==> config.mk <==
export PLATFORM = sky130hd
export DESIGN_NAME = tile_spawner_flat
export DESIGN_NICKNAME = d
export VERILOG_FILES = /design/src/rtl/tile_spawner_if.sv /design/src/rtl/tile_spawner.sv /design/src/flat_wrapper.sv
export SDC_FILE = /design/constraint.sdc
export NUM_CORES = 1
export LEC_CHECK = 0
export CORE_MARGIN = 2
export CORE_UTILIZATION = 38
export CTS_CLUSTER_DIAMETER = 120
export DETAILED_ROUTE_END_ITERATION = 8
export GPL_ROUTABILITY_DRIVEN = 0
export PLACE_DENSITY = 0.89
export SKIP_LAST_GASP = 1
export SLEW_MARGIN = 30
export SYNTH_ARGS = -nofsm -noshare
export SYNTH_HDL_FRONTEND = slang
export SYNTH_SLANG_ARGS = --single-unit
export TNS_END_PERCENT = 50
==> constraint.sdc <==
create_clock -name clk -period 4.75 [get_ports clk]
set_input_delay 0.95 -clock clk [delete_from_list [all_inputs] [get_ports clk]]
set_output_delay 0.95 -clock clk [all_outputs]
set_load 0.02 [all_outputs]
==> src/rtl/tile_spawner_if.sv <==
`timescale 1ns/1ps
`default_nettype none
// ============================================================================
// Module   : tile_spawner_if
// Purpose  : Spawn request/response bundle between the move/merge unit, the
//            tile spawner and the board register write port.
// Revision : 1.0 - initial release
// ============================================================================
interface tile_spawner_if #(
  parameter int TILE_W = 12
) ();
  logic                          start;
  logic [3:0][3:0][TILE_W-1:0]   board_in;
  logic                          busy;
  logic                          done;
  logic                          full;
  logic                          wr_en;
  logic [1:0]                    wr_row;
  logic [1:0]                    wr_col;
  logic [TILE_W-1:0]             wr_val;

  // Requester side: issues start, supplies the board, consumes results
  modport master (
    output start, board_in,
    input  busy, done, full, wr_en, wr_row, wr_col, wr_val
  );

  // Spawner side
  modport slave (
    input  start, board_in,
    output busy, done, full, wr_en, wr_row, wr_col, wr_val
  );
endinterface
`default_nettype wire

==> src/rtl/tile_spawner.sv <==
`timescale 1ns/1ps
`default_nettype none
// ============================================================================
// Module   : tile_spawner
// Purpose  : Places one new tile (2 or 4) into a pseudo-randomly chosen empty
//            cell of the 4x4 board: count empties, pick a target ordinal,
//            seek to it, then issue a single-cycle write.
// Revision : 1.0 - initial release
// ============================================================================
module tile_spawner #(
  parameter int          TILE_W      = 12,
  parameter logic [15:0] LFSR_SEED   = 16'hACE1,
  parameter int          FOUR_THRESH = 2
) (
  input  logic          clk,
  input  logic          rst_n,
  tile_spawner_if.slave bus
);

  typedef enum logic [2:0] {
    S_IDLE  = 3'd0,
    S_COUNT = 3'd1,
    S_PICK  = 3'd2,
    S_SEEK  = 3'd3,
    S_WRITE = 3'd4
  } state_t;

  // Galois feedback mask for x^16 + x^14 + x^13 + x^11
  localparam logic [15:0]       LFSR_MASK = 16'hB400;
  localparam logic [4:0]        FOUR_T    = 5'(FOUR_THRESH);
  localparam logic [TILE_W-1:0] VAL_TWO   = TILE_W'(2);
  localparam logic [TILE_W-1:0] VAL_FOUR  = TILE_W'(4);

  state_t            state_q, state_d;
  logic [15:0]       lfsr_q, lfsr_d;
  logic [3:0]        idx_q, idx_d;
  logic [4:0]        cnt_q, cnt_d;
  logic [3:0]        tgt_q, tgt_d;
  logic [3:0]        seen_q, seen_d;
  logic [1:0]        row_q, row_d;
  logic [1:0]        col_q, col_d;
  logic [TILE_W-1:0] val_q, val_d;

  logic              cell_empty;
  logic [3:0]        pick_k;
  logic              pick_four;
  logic              full_now;

  assign cell_empty = (bus.board_in[idx_q[3:2]][idx_q[1:0]] == '0);
  // k = (lfsr[7:0] * count) >> 8; the 12-bit product can never overflow
  assign pick_k     = 4'(({4'b0, lfsr_q[7:0]} * {7'b0, cnt_q}) >> 8);
  assign pick_four  = ({1'b0, lfsr_q[11:8]} < FOUR_T);
  assign full_now   = (state_q == S_PICK) && (cnt_q == 5'd0);

  assign bus.busy   = (state_q != S_IDLE);
  assign bus.done   = full_now || (state_q == S_WRITE);
  assign bus.full   = full_now;
  assign bus.wr_en  = (state_q == S_WRITE);
  assign bus.wr_row = row_q;
  assign bus.wr_col = col_q;
  assign bus.wr_val = val_q;

  // Next-state and datapath updates; LFSR free-runs in every state
  always_comb begin
    state_d = state_q;
    lfsr_d  = lfsr_q[0] ? ((lfsr_q >> 1) ^ LFSR_MASK) : (lfsr_q >> 1);
    idx_d   = idx_q;
    cnt_d   = cnt_q;
    tgt_d   = tgt_q;
    seen_d  = seen_q;
    row_d   = row_q;
    col_d   = col_q;
    val_d   = val_q;

    case (state_q)
      S_IDLE: begin
        if (bus.start) begin
          state_d = S_COUNT;
          idx_d   = 4'd0;
          cnt_d   = 5'd0;
        end
      end

      S_COUNT: begin
        if (cell_empty) cnt_d = cnt_q + 5'd1;
        idx_d = idx_q + 4'd1;
        if (idx_q == 4'd15) state_d = S_PICK;
      end

      S_PICK: begin
        if (cnt_q == 5'd0) begin
          state_d = S_IDLE;
        end else begin
          tgt_d   = pick_k;
          val_d   = pick_four ? VAL_FOUR : VAL_TWO;
          idx_d   = 4'd0;
          seen_d  = 4'd0;
          state_d = S_SEEK;
        end
      end

      S_SEEK: begin
        // Every empty cell is latched so a board that changed under us still
        // ends with the last empty cell seen rather than a stale address.
        if (cell_empty) begin
          row_d = idx_q[3:2];
          col_d = idx_q[1:0];
          if (seen_q == tgt_q) state_d = S_WRITE;
          else                 seen_d  = seen_q + 4'd1;
        end
        if (idx_q == 4'd15) state_d = S_WRITE;
        else                idx_d   = idx_q + 4'd1;
      end

      S_WRITE: begin
        state_d = S_IDLE;
      end

      default: begin
        state_d = S_IDLE;
      end
    endcase
  end

  // State and datapath registers with asynchronous clear
  always_ff @(posedge clk or negedge rst_n) begin
    if (!rst_n) begin
      state_q <= S_IDLE;
      lfsr_q  <= LFSR_SEED;
      idx_q   <= 4'd0;
      cnt_q   <= 5'd0;
      tgt_q   <= 4'd0;
      seen_q  <= 4'd0;
      row_q   <= 2'd0;
      col_q   <= 2'd0;
      val_q   <= '0;
    end else begin
      state_q <= state_d;
      lfsr_q  <= lfsr_d;
      idx_q   <= idx_d;
      cnt_q   <= cnt_d;
      tgt_q   <= tgt_d;
      seen_q  <= seen_d;
      row_q   <= row_d;
      col_q   <= col_d;
      val_q   <= val_d;
    end
  end

endmodule
`default_nettype wire

==> src/flat_wrapper.sv <==
// flat-port wrapper written by rule: the top's interface ports become plain ports
module tile_spawner_flat 
#(
  parameter int          TILE_W      = 12,
  parameter logic [15:0] LFSR_SEED   = 16'hACE1,
  parameter int          FOUR_THRESH = 2
)
  (clk, rst_n, bus_start, bus_board_in, bus_busy, bus_done, bus_full, bus_wr_en, bus_wr_row, bus_wr_col, bus_wr_val);
  tile_spawner_if #(.TILE_W(TILE_W)) bus_i ();
  input  logic clk;
  input  logic rst_n;
  input wire logic [$bits(bus_i.start)-1:0] bus_start;
  input wire logic [$bits(bus_i.board_in)-1:0] bus_board_in;
  output wire logic [$bits(bus_i.busy)-1:0] bus_busy;
  output wire logic [$bits(bus_i.done)-1:0] bus_done;
  output wire logic [$bits(bus_i.full)-1:0] bus_full;
  output wire logic [$bits(bus_i.wr_en)-1:0] bus_wr_en;
  output wire logic [$bits(bus_i.wr_row)-1:0] bus_wr_row;
  output wire logic [$bits(bus_i.wr_col)-1:0] bus_wr_col;
  output wire logic [$bits(bus_i.wr_val)-1:0] bus_wr_val;
  assign bus_i.start = bus_start;
  assign bus_i.board_in = bus_board_in;
  assign bus_busy = bus_i.busy;
  assign bus_done = bus_i.done;
  assign bus_full = bus_i.full;
  assign bus_wr_en = bus_i.wr_en;
  assign bus_wr_row = bus_i.wr_row;
  assign bus_wr_col = bus_i.wr_col;
  assign bus_wr_val = bus_i.wr_val;
  tile_spawner #(.TILE_W(TILE_W), .LFSR_SEED(LFSR_SEED), .FOUR_THRESH(FOUR_THRESH)) u_core (.clk(clk), .rst_n(rst_n), .bus(bus_i));
endmodule
---- Yosys cells after proc, flatten, opt, wreduce, memory -nomap -nowiden ----
Index checks and enable logic that the tools add are counted.
Widths: inputs -> output; s select.
word-level totals
  register bits ........................... 52
  bits in latches ......................... 0
  RAM bits ................................ 0
  memory bits (read-only) ................. 0
  input bits .............................. 195
  output and inout bits ................... 20
  logic and storage cells ................. 71
  memories ................................ 0
operators by class
  add/sub/neg operators ................... 3
  $mul .................................... 1
  div/mod/pow operators ................... 0
  $lt $le $gt $ge ......................... 3
  eq/ne operators ......................... 15
  shifts and indexed selects .............. 0
  multiplexer cells ....................... 23
  bitwise gates (word level) .............. 2
  reduce and logical (&&, ||, !) cells .... 15
operator list
  kind                 number
  $bmux 48 s2          1
  $mux 48              1
  $bmux 12 s2          1
  $mux 4               5
  $mux 3               6
  $mux 16              1
  $pmux 4 s4           1
  $logic_not 12->1     1
  $mul 8x5->12         1
  $mux 12              1
  $pmux 3 s4           1
  $reduce_and 4->1     3
  $mux 5               2
  $pmux 5 s2           1
  $add 4x1->4 const B  2
  $ne 2x2->1 const B   4
  $pmux 4 s2           1
  $eq 3x2->1 const B   2
  $lt 2x3->1 const B   2
  $ne 2x1->1 const B   3
  $ne 3x1->1 const B   2
  $add 5x1->5 const B  1
  $logic_not 5->1      1
  $eq 4x4->1           1
  15 further kinds     17

---- Depth between registers and ports, before layout ----
Gate-level depths: netlist (run 1).
  depth in word-level cells ............... 8
  mapped depth ............................ 16
  depth with buffers taken out ............ 15

---- Worst setup path after synthesis (run 1) ----
Ideal clock, no wire load.
  path type ............................... register to register
  start ................................... register u_core.lfsr_q[0]
  end ..................................... register u_core.tgt_q[3]
  library setup time ...................... 135 ps
  arrival ................................. 3719 ps
  data required time ...................... 4615 ps
  path slack .............................. 896 ps
  stages on the path, launching flop included .. 14
  buffers on the path ..................... 1
  period minus slack after synthesis ...... 3854 ps
  path through ............................ dfstp_2 clkbuf_1 nand2_1 fa_1 fa_1 fa_1 inv_1 ha_1 or2_2 a31oi_1 o21bai_1 a31oi_1 xnor2_1 o21ai_0
between the ends
  word-level cells in the longest chain between the ends .. 1
RTL lines
  what                    line                 text
  start, declared         tile_spawner.sv:35   logic [15:0] lfsr_q, lfsr_d;
  start signal, assigned  tile_spawner.sv:139  lfsr_q <= lfsr_d;
  $mul 8x5->12            tile_spawner.sv:51   assign pick_k = 4'(({4'b0, lfsr_q[7:0]} * {7'b0, cnt_q}) >> 8);
  end signal, assigned    tile_spawner.sv:142  tgt_q <= tgt_d;
  end, declared           tile_spawner.sv:38   logic [3:0] tgt_q, tgt_d;
Every way passes these cells.
A chain may end at the register's enable or synchronous reset.

---- Final worst setup path (run 1) ----
Same ends and word-level chain as after synthesis.

==> impl_metrics.py, run 1 <==
metrics = {
    "cells_and_area": {
        "final_area_sq_um": 5708,
        "layout_commonest_cell": "clkdlybuf4s50_1",
        "regArea_sq_um": 1061,
        "final_cell_mix": "clkdlybuf4s50_1 (203), dfrtp_1 (34), inv_1 (32), nor2_1 (29)",
        "antenna_cells": 0,
        "num-fill-cells": 752,
        "drive_gt1_share_pct": 6.655,
        "fin_nets": 818,
        "area_growth_pct": 61.66,
        "multiInputGateArea_sq_um": 2236,
    },
    "route": {
        "ant_nets": 0,
        "drc": 0,
        "drtIter0Drc": 103,
        "via_per_inst": 5.204,
        "via_count": 3627,
        "wl_per_cell_microns": 17.97,
        "routed_wl_microns": 12520,
        "drtPass1Iterations": 4,
    },
    "yosys": {
        "synth_top_family_by_area": "simple AND/OR/NAND/NOR gates",
        "synth_area_sq_um": 3531,
        "synth-simple-area-share_pct": 30.40,
        "ys_seq_area_share_pct": 30.05,
        "synth_edf_count": 0,
        "synth_ff_type": "dfrtp_1",
        "synth_cell_type_count": 57,
        "synth_xor_area_share_pct": 3.969,
        "async_reset_ff_share_pct": 100.0,
        "synth.mux.area_fraction_pct": 2.516,
        "synth_compound_area_share_pct": 8.505,
        "ys_seq_elements": 42,
        "synth_warnings": 0,
        "syn_inst": 388,
        "avgSynthCellArea_sq_um": 9.100,
        "synth_fa_ha_area_share_pct": 16.87,
    },
    "setup_path": {
        "reg2reg_from": "u_core.lfsr_q[0]$_DFF_PN1_",
        "cp-end-kind": "register",
        "crit_type": "register to register",
        "rrSetupSlack_ns": 0.81,
        "crit_path_max_fanout": 8,
        "crit_path_start_kind": "register",
        "r2r_end": "u_core.tgt_q[3]$_DFFE_PN0P_",
        "cp.required_ns": 4.91,
        "cp.arrival_ns": 4.11,
        "worst_r2r_path_depth": 12,
    },
    "die": {
        "die_h_microns": 100.4,
        "io_pins": 215,
        "start_util_pct": 38.76,
        "fp.dieW_microns": 100.4,
        "core-area_sq_um": 9109,
        "num_rows": 35,
        "dieArea_sq_um": 10080,
    },
    "cts": {
        "path_clk_slew_ns": 0.08,
        "cts.path.max_buffers": 2,
        "hold_buffers": 0,
        "htree_levels": 2,
        "clock-sinks": 42,
        "cts_tree": "built",
        "postCtsSetupBuffers": 0,
        "cts_resized": 0,
        "cts-root-buf": "clkbuf_8",
        "cts_buffers": 5,
        "clkLatencyLatePin_ns": 0.31,
    },
    "sta": {
        "setup_viol": 0,
        "fin_crit_sh_pct": 83.04,
        "worst_pin_slew_ns": 0.8553,
        "hold_viol_final": 0,
        "fin_crit_ns": 3.945,
        "setup_tns_ns": 0,
        "slew_headroom_pct": 42.98,
        "fmax_ghz": 0.2535,
        "slew_violations": 0,
        "fin_skew_ns": 0.009557,
        "rsz0062_at_grt": "no",
    },
    "placed_design": {
        "place_area_sq_um": 5597,
        "hpwlAfterDp_microns": 10790,
        "portBuffers": 204,
    },
    "hold_path": {
        "min_path_cells": 0,
        "worstHoldStart": "u_core.lfsr_q[8]$_DFF_PN0_",
        "hold_path.class": "register to register",
        "hold_end": "u_core.lfsr_q[7]$_DFF_PN1_",
    },
    "grt": {
        "grt_pass1_wl_microns": 18970,
        "grt_max_degree": 43,
        "track_usage_pct": 24.69,
        "grt_busiest_layer": "met2",
        "use_met1_pct": 27.96,
        "use_met3_pct": 8.635,
        "overflow": 0,
        "antenna_found_initial": 0,
        "use_met2_pct": 44.14,
        "grt_pass1_vias": 3838,
    },
    "run": {
        "drv_cap": 0,
    },
    "power_and_ir_drop": {
        "ir_drop_mv": 0.2379,
        "p_per_area_nw_per_um2": 270.8,
        "power_leakage_nw": 2.483,
    },
    "run_status": {
        "outcome": "complete, no violations",
    },
}
==> where the power goes <==
group | switching (mW) | total (mW) | internal [mW]
combinational | 0.301 | 0.669 | 0.368
sequential | 0.165 | 0.595 | 0.431
clock | 0.127 | 0.281 | 0.155
total | 0.592 | 1.55 | 0.953
==> layout make-up <==
cell class                      instances  area share [%]
Sequential cell                        42           18.59
Inverter                               33           2.170
Timing Repair Buffer                  204           35.73
Clock inverter                          3          0.7014
Multi-Input combinational cell        299           39.17
Tap cell                              111           2.433
Clock buffer                            5           1.206
==> logic make-up (layout without fill, tap and decap cells) <==
| family | after synthesis | count (layout) |
|---|---|---|
| compound gates | 40 | 40 |
| xor+xnor | 16 | 16 |
| fa+ha+maj | 38 | 38 |
| buf+inv | 56 | 245 |
| flops | 42 | 42 |
| mux | 7 | 7 |
| other cells | 1 | 10 |
| simple gates | 188 | 188 |
==> per-stage QoR <==
stage               power, mW  instances  utilization (%)  worst slack [ns]  hold slack, ns
floorplan              0.9619        397                -            0.8957          0.3330
global placement        1.240        689            61.44            0.9568          0.3444
detailed placement      1.269        689            61.44            0.8066          0.3469
CTS                     1.553        697            62.64            0.7877          0.3747
global route            1.658        697            62.66            0.6282          0.3775
finish                  1.545        697            62.66            0.8055          0.3696
==> critical path, stage by stage (launching register included) <==
cell and delay [ns]:
dfstp_2 0.63, nand2_1 0.10, fa_1 0.52, fa_1 0.52
fa_1 0.54, inv_1 0.04, ha_1 0.28, or2_2 0.29
a31oi_1 0.21, o21bai_1 0.15, a31oi_1 0.26, xnor2_1 0.16
o21ai_0 0.10
==> state kept, by name, summed over array words and instances, names as in the netlist <==
signal             count
u_core.tgt_q           4
u_core.seen_q          4
u_core.idx_q           4
u_core.bus.wr_row      2
u_core.bus.wr_val      2
u_core.lfsr_q         16
u_core.bus.wr_col      2
u_core.cnt_q           5
u_core.state_q         3
==> routing by layer <==
layer	share of wire (%)	wire length (microns)
met5	0	0
met4	2.5	307
met3	8.2	1023
met2	51	6344
met1	39	4848
==> Yosys cell counts (3+ instances only) <==
| master | n | area share, % |
|---|---|---|
| nand2_1 | 28 | 3.0 |
| nor2_1 | 29 | 3.1 |
| a21o_1 | 3 | 0.64 |
| nand3b_1 | 3 | 0.64 |
| or3_1 | 3 | 0.53 |
| dfrtp_1 | 34 | 24 |
| nor4b_1 | 4 | 0.99 |
| o22a_1 | 4 | 0.99 |
| ha_1 | 22 | 7.8 |
| mux2_2 | 5 | 1.6 |
| nor4b_2 | 4 | 1.7 |
| a21oi_1 | 5 | 0.71 |
| nor3_1 | 15 | 2.1 |
| buf_4 | 11 | 2.3 |
| xor2_1 | 7 | 1.7 |
| o21ai_0 | 11 | 1.6 |
| nor4_1 | 28 | 5.0 |
| and3_1 | 4 | 0.71 |
| and2_1 | 25 | 4.4 |
| xnor2_1 | 9 | 2.2 |
| inv_1 | 32 | 3.4 |
| nand3_1 | 12 | 1.7 |
| nand4_1 | 18 | 3.2 |
| clkbuf_1 | 8 | 0.85 |
| fa_1 | 16 | 9.1 |
| dfstp_2 | 8 | 6.0 |
==> worst max-delay path by stage <==
stage	from	endpoint	slack (ns)	cells past startpoint
final	u_core.lfsr_q[0]$_DFF_PN1_	u_core.tgt_q[3]$_DFFE_PN0P_	0.81	12
after global routing	u_core.cnt_q[4]$_DFFE_PN0P_	u_core.tgt_q[3]$_DFFE_PN0P_	0.63	13
after CTS	u_core.lfsr_q[0]$_DFF_PN1_	u_core.tgt_q[3]$_DFFE_PN0P_	0.79	12
after detailed placement	u_core.lfsr_q[0]$_DFF_PN1_	u_core.tgt_q[3]$_DFFE_PN0P_	0.81	12
after global placement	u_core.lfsr_q[0]$_DFF_PN1_	u_core.tgt_q[3]$_DFFE_PN0P_	0.96	12
after floorplan	u_core.lfsr_q[0]$_DFF_PN1_	u_core.tgt_q[3]$_DFFE_PN0P_	0.90	13
Note: power is estimated with default switching activity, not from simulation.
==> run 2: changes to the inputs <==
Clock period 4.75 ns to 3.9 ns, I/O delays scaled along.
==> impl_metrics.py, run 2 (synthesis results as in run 1) <==
metrics = {
    "route": {
        "drtIter0Drc": 179,
        "drc": 0,
        "via_per_inst": 5.279,
        "via_count": 3732,
        "wl_per_cell_microns": 18.36,
        "drtPass1Iterations": 4,
        "ant_nets": 0,
        "routed_wl_microns": 12980,
    },
    "sta": {
        "slew_violations": 0,
        "fin_crit_sh_pct": 95.05,
        "worst_pin_slew_ns": 0.8226,
        "fin_ws_ns": 0.1929,
        "setup_viol": 0,
        "hold_viol_final": 0,
        "setup_tns_ns": 0,
        "fin_skew_ns": 0.005521,
        "fmax_ghz": 0.2698,
        "slew_headroom_pct": 45.16,
        "fin_crit_ns": 3.707,
    },
    "setup_path": {
        "reg2reg_from": "u_core.cnt_q[2]$_DFFE_PN0P_",
        "slowest_delay_ns": 0.55,
        "path_buf_inv": 2,
        "path_depth": 13,
        "cp_cell_sequence": "and2_1 -> fa_1 -> fa_1 -> inv_1 -> fa_1 -> inv_1 -> ha_1 -> or3_4 -> a31oi_4 -> o21bai_2 -> a31oi_1 -> xnor2_1 -> o21ai_0",
        "worst_r2r_path_depth": 13,
        "crit_start": "u_core.cnt_q[2]$_DFFE_PN0P_",
        "crit_path_max_fanout": 8,
        "rrSetupSlack_ns": 0.19,
        "cp-end-kind": "register",
        "cp.required_ns": 4.06,
        "cp.arrival_ns": 3.86,
        "crit_slowest_cell": "fa_1",
        "crit_path_start_kind": "register",
        "crit_type": "register to register",
        "crit_family": "adder cells",
        "cp_common_cell": "fa_1",
        "r2r_end": "u_core.tgt_q[3]$_DFFE_PN0P_",
    },
    "run": {
        "drv_cap": 0,
    },
    "cts": {
        "path_clk_slew_ns": 0.08,
        "cts_tree": "built",
        "cts.path.max_buffers": 2,
        "clock-sinks": 42,
        "htree_levels": 2,
        "clkLatencyLatePin_ns": 0.30,
        "cts-root-buf": "clkbuf_8",
        "hold_buffers": 0,
        "cts_buffers": 5,
    },
    "die": {
        "core-area_sq_um": 9109,
        "die_h_microns": 100.4,
        "num_rows": 35,
        "fp.dieW_microns": 100.4,
        "dieArea_sq_um": 10080,
        "io_pins": 215,
        "start_util_pct": 38.76,
    },
    "cells_and_area": {
        "largest-register": "u_core.lfsr_q",
        "multiInputGateArea_sq_um": 2263,
        "area_growth_pct": 64.67,
        "layout_commonest_cell": "clkdlybuf4s50_1",
        "reg_top3": "u_core.lfsr_q: 16 flops, u_core.cnt_q: 5 flops",
        "num-fill-cells": 740,
        "largest_reg_flops": 16,
        "fin_cells": 707,
        "final_cell_mix": "clkdlybuf4s50_1 (203), inv_1 (32), dfrtp_1 (30), nor2_1 (29)",
        "final_area_sq_um": 5814,
        "fin_nets": 828,
        "drive_gt1_share_pct": 9.564,
        "antenna_cells": 0,
        "regArea_sq_um": 1066,
    },
    "hold_path": {
        "min_path_cells": 0,
        "worstHoldStart": "u_core.lfsr_q[8]$_DFF_PN0_",
        "hold_path.class": "register to register",
        "hold_end": "u_core.lfsr_q[7]$_DFF_PN1_",
    },
    "power_and_ir_drop": {
        "power_leakage_nw": 2.534,
        "finalPower_mw": 1.925,
        "p_per_area_nw_per_um2": 331.0,
        "ir_drop_mv": 0.2931,
    },
    "placed_design": {
        "place_area_sq_um": 5604,
        "place_inst": 690,
        "portBuffers": 204,
        "pre_cts_ws_ns": 0.03501,
        "hpwlAfterDp_microns": 10880,
    },
    "run_status": {
        "outcome": "complete, no violations",
    },
    "grt": {
        "grt_max_degree": 43,
        "grt_pass1_vias": 3891,
        "antenna_found_initial": 0,
        "track_usage_pct": 25.10,
        "grt_pass1_wl_microns": 19290,
        "overflow": 0,
    },
}
[run 2: changes by cell type in the layout (fill, tap and decap cells not counted), moves of 2 or more]
| cell | change |
|---|---|
| clkinv_2 | -2 |
| clkbuf_8 | +3 |
| buf_4 | +9 |
| dfrtp_2 | +4 |
| dfrtp_1 | -4 |
[run 2: power breakdown]
| group | switching (mW) | internal, mW |
|---|---|---|
| clock | 0.148 | 0.179 |
| combinational | 0.403 | 0.477 |
| sequential | 0.191 | 0.527 |
[run 2: timing repair]
item                       CTS  global route
setup buffers                0             9
setup endpoints to repair    0             3
gates resized for setup      0             9
[run 2: layer usage]
layer | track usage, % | wire [microns] | vias to the layer above
met5 | 0 | 0 | -
met4 | 5.690 | 208 | 0
met3 | 7.660 | 1064 | 20
met2 | 46.62 | 6864 | 143
met1 | 28.05 | 4839 | 1797
li1 | - | - | 1772
[run 2: how the worst max path moves through the flow]
| stage | end |
|---|---|
| 6_report | u_core.tgt_q[3]$_DFFE_PN0P_ |
| 5_1_grt | u_core.tgt_q[3]$_DFFE_PN0P_ |
| 4_1_cts | u_core.tgt_q[3]$_DFFE_PN0P_ |
| 3_5_place_dp | u_core.tgt_q[3]$_DFFE_PN0P_ |
| 3_3_place_gp | u_core.tgt_q[3]$_DFFE_PN0P_ |
| 2_1_floorplan | u_core.tgt_q[3]$_DFFE_PN0P_ |
[run 2: final cells by class]
type	instances	share of cell area (%)
Multi-Input combinational cell	299	38.93
Timing Repair Buffer	214	36.32
Sequential cell	42	18.33
Tap cell	111	2.389
Inverter	33	2.130
Clock buffer	8	1.894
[run 2: per-stage QoR]
stage / hold slack (ns) / util (%)
5_1_grt: 0.3743 / 63.83
6_report: 0.3663 / 63.83
4_1_cts: 0.3689 / 62.73
3_3_place_gp: 0.3419 / 61.52
2_1_floorplan: 0.3330 / -
3_5_place_dp: 0.3392 / 61.52
